File: config.mk
export PLATFORM = sky130hd
export DESIGN_NAME = keypad_controller
export DESIGN_NICKNAME = d
export VERILOG_FILES = /design/src/rtl/keypad_pkg.sv /design/src/rtl/keypad_scan.sv /design/src/rtl/keypad_controller.sv
export SDC_FILE = /design/constraint.sdc
export NUM_CORES = 1
export LEC_CHECK = 0
export BUFFER_PORTS_ARGS = -buffer_cell sky130_fd_sc_hd__clkbuf_2
export CORE_UTILIZATION = 45
export CTS_CLUSTER_DIAMETER = 100
export DETAILED_ROUTE_END_ITERATION = 8
export GPL_ROUTABILITY_DRIVEN = 0
export PLACE_DENSITY_LB_ADDON = 0.3
export SLEW_MARGIN = 5
export SYNTH_ARGS = -nofsm -noshare
export SYNTH_HDL_FRONTEND = slang
export SYNTH_SLANG_ARGS = --single-unit
File: constraint.sdc
create_clock -name CLK -period 4.9 [get_ports CLK]
set_clock_uncertainty 0.15 [all_clocks]
set_input_delay 1.225 -clock CLK [delete_from_list [all_inputs] [get_ports CLK]]
set_output_delay 1.225 -clock CLK [all_outputs]
set_load 0.01 [all_outputs]
File: src/rtl/keypad_pkg.sv
// keypad_pkg: shared key codes, keypad map, FSM state and frame-result types
// for the keypad controller.
package keypad_pkg;

    // Non-digit key codes
    localparam logic [3:0] KEY_A   = 4'hA;
    localparam logic [3:0] KEY_B   = 4'hB;
    localparam logic [3:0] KEY_C   = 4'hC;
    localparam logic [3:0] KEY_D   = 4'hD;
    localparam logic [3:0] KEY_CLR = 4'hE;
    localparam logic [3:0] KEY_BS  = 4'hF;

    // Auto-repeat timing in frames (used only with KEYPAD_REPEAT_EN)
    localparam int unsigned REPEAT_FIRST_FRAMES = 500;
    localparam int unsigned REPEAT_NEXT_FRAMES  = 100;

    typedef enum logic [1:0] {
        StIdle,
        StPressDb,
        StHeld,
        StReleaseDb
    } kp_state_e;

    typedef enum logic [1:0] {
        FrNone,
        FrKey,
        FrMulti
    } frame_kind_e;

    // Physical (row, col) position to key code
    function automatic logic [3:0] key_map(input logic [1:0] row, input logic [1:0] col);
        logic [3:0] code;
        unique case ({row, col})
            4'h0: code = 4'h1;
            4'h1: code = 4'h2;
            4'h2: code = 4'h3;
            4'h3: code = KEY_A;
            4'h4: code = 4'h4;
            4'h5: code = 4'h5;
            4'h6: code = 4'h6;
            4'h7: code = KEY_B;
            4'h8: code = 4'h7;
            4'h9: code = 4'h8;
            4'hA: code = 4'h9;
            4'hB: code = KEY_C;
            4'hC: code = KEY_CLR;
            4'hD: code = 4'h0;
            4'hE: code = KEY_BS;
            4'hF: code = KEY_D;
        endcase
        return code;
    endfunction

endpackage

File: src/rtl/keypad_scan.sv
// keypad_scan: row synchronizer, column drive and per-frame scan result.
// Rows are sampled on the last cycle of each column window; after column 3 the
// frame result (none / single key / multiple keys) is presented for one cycle.
module keypad_scan
    import keypad_pkg::*;
#(
    parameter int unsigned SCAN_DIV = 1000
) (
    input  logic        CLK,
    input  logic        RST_N,
    input  logic [3:0]  KEY_ROW,
    output logic [3:0]  KEY_COL,
    output logic        frame_done,
    output frame_kind_e frame_kind,
    output logic [3:0]  frame_code
);

    localparam int unsigned     DIV_W    = (SCAN_DIV > 1) ? $clog2(SCAN_DIV) : 1;
    localparam logic [DIV_W-1:0] DIV_LAST = DIV_W'(SCAN_DIV - 1);

    logic [3:0]       row_meta_q, row_sync_q;
    logic [DIV_W-1:0] div_q, div_d;
    logic [1:0]       col_q, col_d;
    logic [1:0]       hits_q, hits_d;
    logic [3:0]       code_q, code_d;

    logic             window_end;
    logic [3:0]       row_low;
    logic [2:0]       col_hits;
    logic [2:0]       tot_hits;
    logic [1:0]       row_idx;
    logic [1:0]       frame_hits;
    logic [3:0]       frame_code_c;

    // Two-flop synchronizer on the asynchronous row inputs
    always_ff @(posedge CLK or negedge RST_N) begin
        if (!RST_N) begin
            row_meta_q <= 4'hF;
            row_sync_q <= 4'hF;
        end else begin
            row_meta_q <= KEY_ROW;
            row_sync_q <= row_meta_q;
        end
    end

    // Scan divider, column counter and in-frame hit accumulator
    always_ff @(posedge CLK or negedge RST_N) begin
        if (!RST_N) begin
            div_q  <= '0;
            col_q  <= 2'd0;
            hits_q <= 2'd0;
            code_q <= 4'd0;
        end else begin
            div_q  <= div_d;
            col_q  <= col_d;
            hits_q <= hits_d;
            code_q <= code_d;
        end
    end

    // Per-window sampling; hit count saturates at 2 (anything above one is MULTI)
    always_comb begin
        window_end = (div_q == DIV_LAST);
        row_low    = ~row_sync_q;
        col_hits   = {2'b00, row_low[0]} + {2'b00, row_low[1]} +
                     {2'b00, row_low[2]} + {2'b00, row_low[3]};
        row_idx    = 2'd0;
        for (int r = 0; r < 4; r++) begin
            if (row_low[r]) row_idx = 2'(r);
        end
        tot_hits     = {1'b0, hits_q} + col_hits;
        frame_hits   = (tot_hits >= 3'd2) ? 2'd2 : tot_hits[1:0];
        frame_code_c = (hits_q == 2'd0 && col_hits == 3'd1) ? key_map(row_idx, col_q) : code_q;

        div_d  = window_end ? '0 : div_q + DIV_W'(1);
        col_d  = window_end ? col_q + 2'd1 : col_q;
        hits_d = hits_q;
        code_d = code_q;
        if (window_end) begin
            if (col_q == 2'd3) begin
                hits_d = 2'd0;
                code_d = 4'd0;
            end else begin
                hits_d = frame_hits;
                code_d = frame_code_c;
            end
        end
    end

    assign KEY_COL    = ~(4'b0001 << col_q);
    assign frame_done = window_end && (col_q == 2'd3);
    assign frame_kind = (frame_hits == 2'd0) ? FrNone :
                        (frame_hits == 2'd1) ? FrKey : FrMulti;
    assign frame_code = frame_code_c;

endmodule

File: src/rtl/keypad_controller.sv
// keypad_controller: 4x4 matrix keypad front end. Debounces whole scan frames,
// emits one-cycle key events and keeps an 8-digit BCD entry register whose
// packing matches the display NUM input.
// Optional: define KEYPAD_REPEAT_EN for auto-repeat while a key stays held.
module keypad_controller
    import keypad_pkg::*;
#(
    parameter int unsigned SCAN_DIV     = 1000,
    parameter int unsigned DEBOUNCE_CNT = 4,
    parameter int unsigned NUM_DIGITS   = 8
) (
    input  logic        CLK,
    input  logic        RST_N,
    input  logic [3:0]  KEY_ROW,
    output logic [3:0]  KEY_COL,
    output logic        KEY_VALID,
    output logic [3:0]  KEY_CODE,
    output logic [33:0] NUM,
    output logic [3:0]  DIGIT_CNT
);

    localparam logic [3:0] DB_LAST   = 4'(DEBOUNCE_CNT);
    localparam logic [3:0] DIGIT_MAX = 4'(NUM_DIGITS);

    logic        frame_done;
    frame_kind_e frame_kind;
    logic [3:0]  frame_code;

    kp_state_e   state_q, state_d;
    logic [3:0]  db_cnt_q, db_cnt_d, cnt_inc;
    logic [3:0]  cand_q, cand_d;
    logic        accept;

    logic        key_valid_q, key_valid_d;
    logic [3:0]  key_code_q, key_code_d;
    logic [31:0] num_q, num_d;
    logic [3:0]  digit_cnt_q, digit_cnt_d;

`ifdef KEYPAD_REPEAT_EN
    localparam logic [8:0] REP_FIRST_LAST = 9'(REPEAT_FIRST_FRAMES - 1);
    localparam logic [8:0] REP_NEXT_LAST  = 9'(REPEAT_NEXT_FRAMES - 1);
    logic [8:0] rep_cnt_q, rep_cnt_d, rep_last;
    logic       rep_fast_q, rep_fast_d;
`endif

    keypad_scan #(
        .SCAN_DIV(SCAN_DIV)
    ) u_scan (
        .CLK        (CLK),
        .RST_N      (RST_N),
        .KEY_ROW    (KEY_ROW),
        .KEY_COL    (KEY_COL),
        .frame_done (frame_done),
        .frame_kind (frame_kind),
        .frame_code (frame_code)
    );

    assign cnt_inc = db_cnt_q + 4'd1;

    // FSM state register: state, debounce count and candidate key
    always_ff @(posedge CLK or negedge RST_N) begin
        if (!RST_N) begin
            state_q    <= StIdle;
            db_cnt_q   <= 4'd0;
            cand_q     <= 4'd0;
`ifdef KEYPAD_REPEAT_EN
            rep_cnt_q  <= 9'd0;
            rep_fast_q <= 1'b0;
`endif
        end else begin
            state_q    <= state_d;
            db_cnt_q   <= db_cnt_d;
            cand_q     <= cand_d;
`ifdef KEYPAD_REPEAT_EN
            rep_cnt_q  <= rep_cnt_d;
            rep_fast_q <= rep_fast_d;
`endif
        end
    end

    // FSM next state; evaluated only when a frame result is presented
    always_comb begin
        state_d  = state_q;
        db_cnt_d = db_cnt_q;
        cand_d   = cand_q;
        accept   = 1'b0;
`ifdef KEYPAD_REPEAT_EN
        rep_cnt_d  = rep_cnt_q;
        rep_fast_d = rep_fast_q;
        rep_last   = rep_fast_q ? REP_NEXT_LAST : REP_FIRST_LAST;
`endif
        if (frame_done) begin
            unique case (state_q)
                StIdle: begin
                    if (frame_kind == FrKey) begin
                        cand_d   = frame_code;
                        db_cnt_d = 4'd1;
                        if (DB_LAST == 4'd1) begin
                            accept  = 1'b1;
                            state_d = StHeld;
                        end else begin
                            state_d = StPressDb;
                        end
                    end
                end
                StPressDb: begin
                    if (frame_kind == FrKey) begin
                        if (frame_code == cand_q) begin
                            db_cnt_d = cnt_inc;
                            if (cnt_inc >= DB_LAST) begin
                                accept  = 1'b1;
                                state_d = StHeld;
                            end
                        end else begin
                            cand_d   = frame_code;
                            db_cnt_d = 4'd1;
                        end
                    end else begin
                        state_d = StIdle;
                    end
                end
                StHeld: begin
                    // MULTI or any key keeps the hold; only a clear frame starts release
                    if (frame_kind == FrNone) begin
                        db_cnt_d = 4'd1;
                        state_d  = (DB_LAST == 4'd1) ? StIdle : StReleaseDb;
                    end
`ifdef KEYPAD_REPEAT_EN
                    if (frame_kind == FrKey && frame_code == cand_q) begin
                        if (rep_cnt_q == rep_last) begin
                            accept     = 1'b1;
                            rep_cnt_d  = 9'd0;
                            rep_fast_d = 1'b1;
                        end else begin
                            rep_cnt_d = rep_cnt_q + 9'd1;
                        end
                    end else begin
                        rep_cnt_d  = 9'd0;
                        rep_fast_d = 1'b0;
                    end
`endif
                end
                StReleaseDb: begin
                    if (frame_kind == FrNone) begin
                        db_cnt_d = cnt_inc;
                        if (cnt_inc >= DB_LAST) state_d = StIdle;
                    end else begin
                        state_d = StHeld;
                    end
                end
            endcase
`ifdef KEYPAD_REPEAT_EN
            if (state_q != StHeld) begin
                rep_cnt_d  = 9'd0;
                rep_fast_d = 1'b0;
            end
`endif
        end
    end

    // Accept action: event pulse, last code and entry-register edit
    always_comb begin
        key_valid_d = 1'b0;
        key_code_d  = key_code_q;
        num_d       = num_q;
        digit_cnt_d = digit_cnt_q;
        if (accept) begin
            key_valid_d = 1'b1;
            key_code_d  = cand_d;
            unique case (cand_d)
                KEY_CLR: begin
                    num_d       = 32'd0;
                    digit_cnt_d = 4'd0;
                end
                KEY_BS: begin
                    if (digit_cnt_q != 4'd0) begin
                        num_d       = {4'h0, num_q[31:4]};
                        digit_cnt_d = digit_cnt_q - 4'd1;
                    end
                end
                KEY_A, KEY_B, KEY_C, KEY_D: begin
                end
                default: begin
                    if (digit_cnt_q < DIGIT_MAX) begin
                        num_d       = {num_q[27:0], cand_d};
                        digit_cnt_d = digit_cnt_q + 4'd1;
                    end
                end
            endcase
        end
    end

    // Output and entry registers
    always_ff @(posedge CLK or negedge RST_N) begin
        if (!RST_N) begin
            key_valid_q <= 1'b0;
            key_code_q  <= 4'd0;
            num_q       <= 32'd0;
            digit_cnt_q <= 4'd0;
        end else begin
            key_valid_q <= key_valid_d;
            key_code_q  <= key_code_d;
            num_q       <= num_d;
            digit_cnt_q <= digit_cnt_d;
        end
    end

    assign KEY_VALID = key_valid_q;
    assign KEY_CODE  = key_code_q;
    assign NUM       = {2'b00, num_q};
    assign DIGIT_CNT = digit_cnt_q;

endmodule

==> summary.txt <==
first-pass GRT wire length: 15400 um
top cells by area, synth: dfrtp_1 43%, o21ai_0 8.0%, dfstp_2 5.3%
Yosys warning count: 0
I/O pin count: 53
# setup viols final: 0
Yosys reg bits: 77
average size of a mapped cell: 9.64 sq um
final hold slack: 213 ps
total grt overflow: 0
Clock Tree Buf Depth: 2
min-delay worst type: flop to flop
DRC: 0
worst reg-to-reg path cell count: 16
top cell type's share of synthesized area: 0.432
Crit Path Max Fanout: 5
Slew headroom: 0.125
Post-Syn Instances: 415
Area Growth Syn to Fin: 19.0%
Hold Startpoint: u_scan.row_meta_q[0]$_DFF_PN1_
status: completed
DR iter-0 viols: 161
antenna viol nets, final: 0
IO buf count: 50
WL per Instance: 16.0 um
largest net degree at the start of global routing: 78
Vias/cell: 5.75
power share of the sequential group: 0.549
P_sw: 0.301 mW
Synth Flop Type: dfrtp_1
Leak: 2.25 nW
core area: 8680 sq um
Post-Synthesis Cell Area: 4000 sq um
worst reg2reg startpoint: u_scan.row_sync_q[1]$_DFF_PN1_
critical path arrival: 4920 ps
total global routing track utilization: 0.216
share of cells above drive strength 1: 0.258
starting density of the core: 0.461
vias: 3356
Combinational Power Share: 0.074
Root Buffer: clkbuf_8
reg-to-reg slack, setup: 60 ps
Worst EP required: 4980 ps
Synth async-reset ratio: 1.00
Final Hold Vio Count: 0
CTS tree: done
most numerous cell in the Yosys netlist: dfrtp_1
r2r endpoint: DIGIT_CNT[3]$_DFFE_PN0P_
Net count, final: 494
Die Y: 96.3 um
FP Rows: 34
final std cells w/o fill: 584
leading area contributor after synthesis: dfrtp_1
Routed Wire Length: 9340 um
VDD IR max: 0.000145 V
WHS Endpoint: u_scan.row_sync_q[0]$_DFF_PN1_
Slew Limit Fails: 0
Tmin final: 4840 ps
Internal: 0.873 mW
Worst-path clk slew: 80 ps
Hold Path Depth: 0
RSZ-0062 raised after global routing: yes
antenna violations before repair: 0
CP Capture Type: flop
Sink Count: 77
ANT cells: 0
leading cell types by count after synthesis: 69 x dfrtp_1, 64 x o21ai_0, 31 x a21oi_1
crit path kind: flop to flop
vias in the first global route: 3130
clock power share: 0.376
power consumption: 1.17 mW
Power Density: 246 nW/um^2
Final period util: 0.988
post-DP HPWL: 5970 um
Skew-Pair Late Insertion Delay: 350 ps
placed insts: 559
post-synthesis sequential area ratio: 0.484
EDFF count, synth: 0
Die Width: 96.3 um
startpoint types: flop
max cap viols: 0
CTS Buf Count: 9
DR pass1 iterations: 4
unique cell type count in the Yosys netlist: 52
switching share of power: 0.256
H-tree levels: 3
die area: 9270 sq um
slew of the pin with the lowest slew margin: 1300 ps
max frequency: 0.206 GHz
filler instances: 786
[layout make-up]
class                   count  area (sq um)  share of cell area
multi-input cells         296          2020               0.425
clock inverters             5          33.8             0.00709
flip-flops and latches     77          1940               0.407
clock buffers              11           141              0.0297
inverters                  18          67.6              0.0142
well taps                 108           135              0.0284
repair buffers             69           423              0.0888
[critical path, cell delays in order, from the launching register on]
cell,delay [ps]
dfstp_2,570
inv_2,60
ha_4,210
fa_2,610
ha_4,150
fa_2,450
or3_4,410
or4_4,530
and2_4,150
or2_1,210
and2_4,180
ha_4,210
a21o_1,180
a21oi_2,180
nor3b_2,70
o41ai_2,270
o31ai_1,110
[cell usage in the layout (no fill, tap or decap), types with 4 or more instances in the layout]
cell,count
o31ai_1,6
nor2_1,22
clkbuf_8,10
buf_4,15
ha_4,4
a22o_1,8
nand3_1,12
nor3_1,8
ha_1,10
clkbuf_2,49
xor2_1,8
dfstp_2,8
xnor2_1,6
dfrtp_1,69
mux2_2,7
o21ai_0,64
a21oi_1,30
inv_1,17
and3_1,25
nand2_1,26
o21ai_1,5
buf_6,4
[stage by stage]
stage | setup WS, ps | setup TNS [ps] | area, sq um | util
2_1_floorplan | 13.0 | 0 | 4030 | -
3_3_place_gp | 73.0 | 0 | 4380 | 0.505
3_5_place_dp | -80.3 | -80.3 | 4380 | 0.505
4_1_cts | 4.43 | 0 | 4580 | 0.528
5_1_grt | -89.3 | -744 | 4760 | 0.549
6_report | 57.1 | 0 | 4760 | 0.549
[kinds of logic (layout without fill, tap and decap cells)]
| group | count (synthesis) | count (layout) | synth area share |
|---|---|---|---|
| muxes | 10 | 10 | 0.0272 |
| and+or+nand+nor | 118 | 118 | 0.156 |
| buffers and inverters | 43 | 103 | 0.0447 |
| other | 1 | 2 | 0.000937 |
| AOI/OAI and AO/OA | 134 | 134 | 0.195 |
| DFF | 77 | 77 | 0.484 |
| xor gates and xnor gates | 15 | 15 | 0.0328 |
| adders and majority gates | 17 | 17 | 0.0588 |
[how the worst max path moves through the flow]
| stage | slack [ps] | startpoint | endpoint |
|---|---|---|---|
| final | 60 | u_scan.row_sync_q[1]$_DFF_PN1_ | DIGIT_CNT[3]$_DFFE_PN0P_ |
| after detailed placement | -80 | u_scan.row_sync_q[1]$_DFF_PN1_ | DIGIT_CNT[3]$_DFFE_PN0P_ |
| after global routing | -90 | u_scan.row_sync_q[1]$_DFF_PN1_ | DIGIT_CNT[3]$_DFFE_PN0P_ |
| after floorplan | 10 | u_scan.row_sync_q[1]$_DFF_PN1_ | DIGIT_CNT[3]$_DFFE_PN0P_ |
| after CTS | 4 | u_scan.row_sync_q[1]$_DFF_PN1_ | DIGIT_CNT[3]$_DFFE_PN0P_ |
| after global placement | 70 | u_scan.row_sync_q[1]$_DFF_PN1_ | DIGIT_CNT[3]$_DFFE_PN0P_ |
[power by group through the flow]
stage	Sequential, mW	Combinational [mW]	Clock (mW)
5_1_grt	0.645	0.0992	0.486
3_5_place_dp	0.656	0.0761	0
3_3_place_gp	0.656	0.0749	0
2_1_floorplan	0.655	0.0494	0
6_report	0.644	0.0874	0.442
4_1_cts	0.644	0.0764	0.457
[registers in the layout, summed over array words and instances (netlist names)]
signal	cells
num_q	32
u_scan.div_q	10
DIGIT_CNT	4
KEY_CODE	4
cand_q	4
db_cnt_q	4
u_scan.code_q	4
u_scan.row_meta_q	4
u_scan.row_sync_q	4
state_q	2
u_scan.col_q	2
u_scan.hits_q	2
KEY_VALID	1
[per-layer routing]
metal | share of wire | routed length [um] | global-route usage | vias to the layer above
met1 | 0.47 | 4360 | 0.311 | 1693
met4 | 0.011 | 100 | 0.0622 | 0
met5 | 0 | 0 | 0 | -
li1 | - | - | - | 1582
met3 | 0.053 | 493 | 0.0569 | 10
met2 | 0.47 | 4390 | 0.319 | 71
[what timing repair did]
item / 4_1_cts / 5_1_grt
buffers inserted: 4 / 5
setup endpoints to repair: 1 / 36
hold buffers: 0 / 0
gates resized for setup: 0 / 27
pin swaps: 2 / 14
No activity file was read; power rests on OpenSTA's default activity.
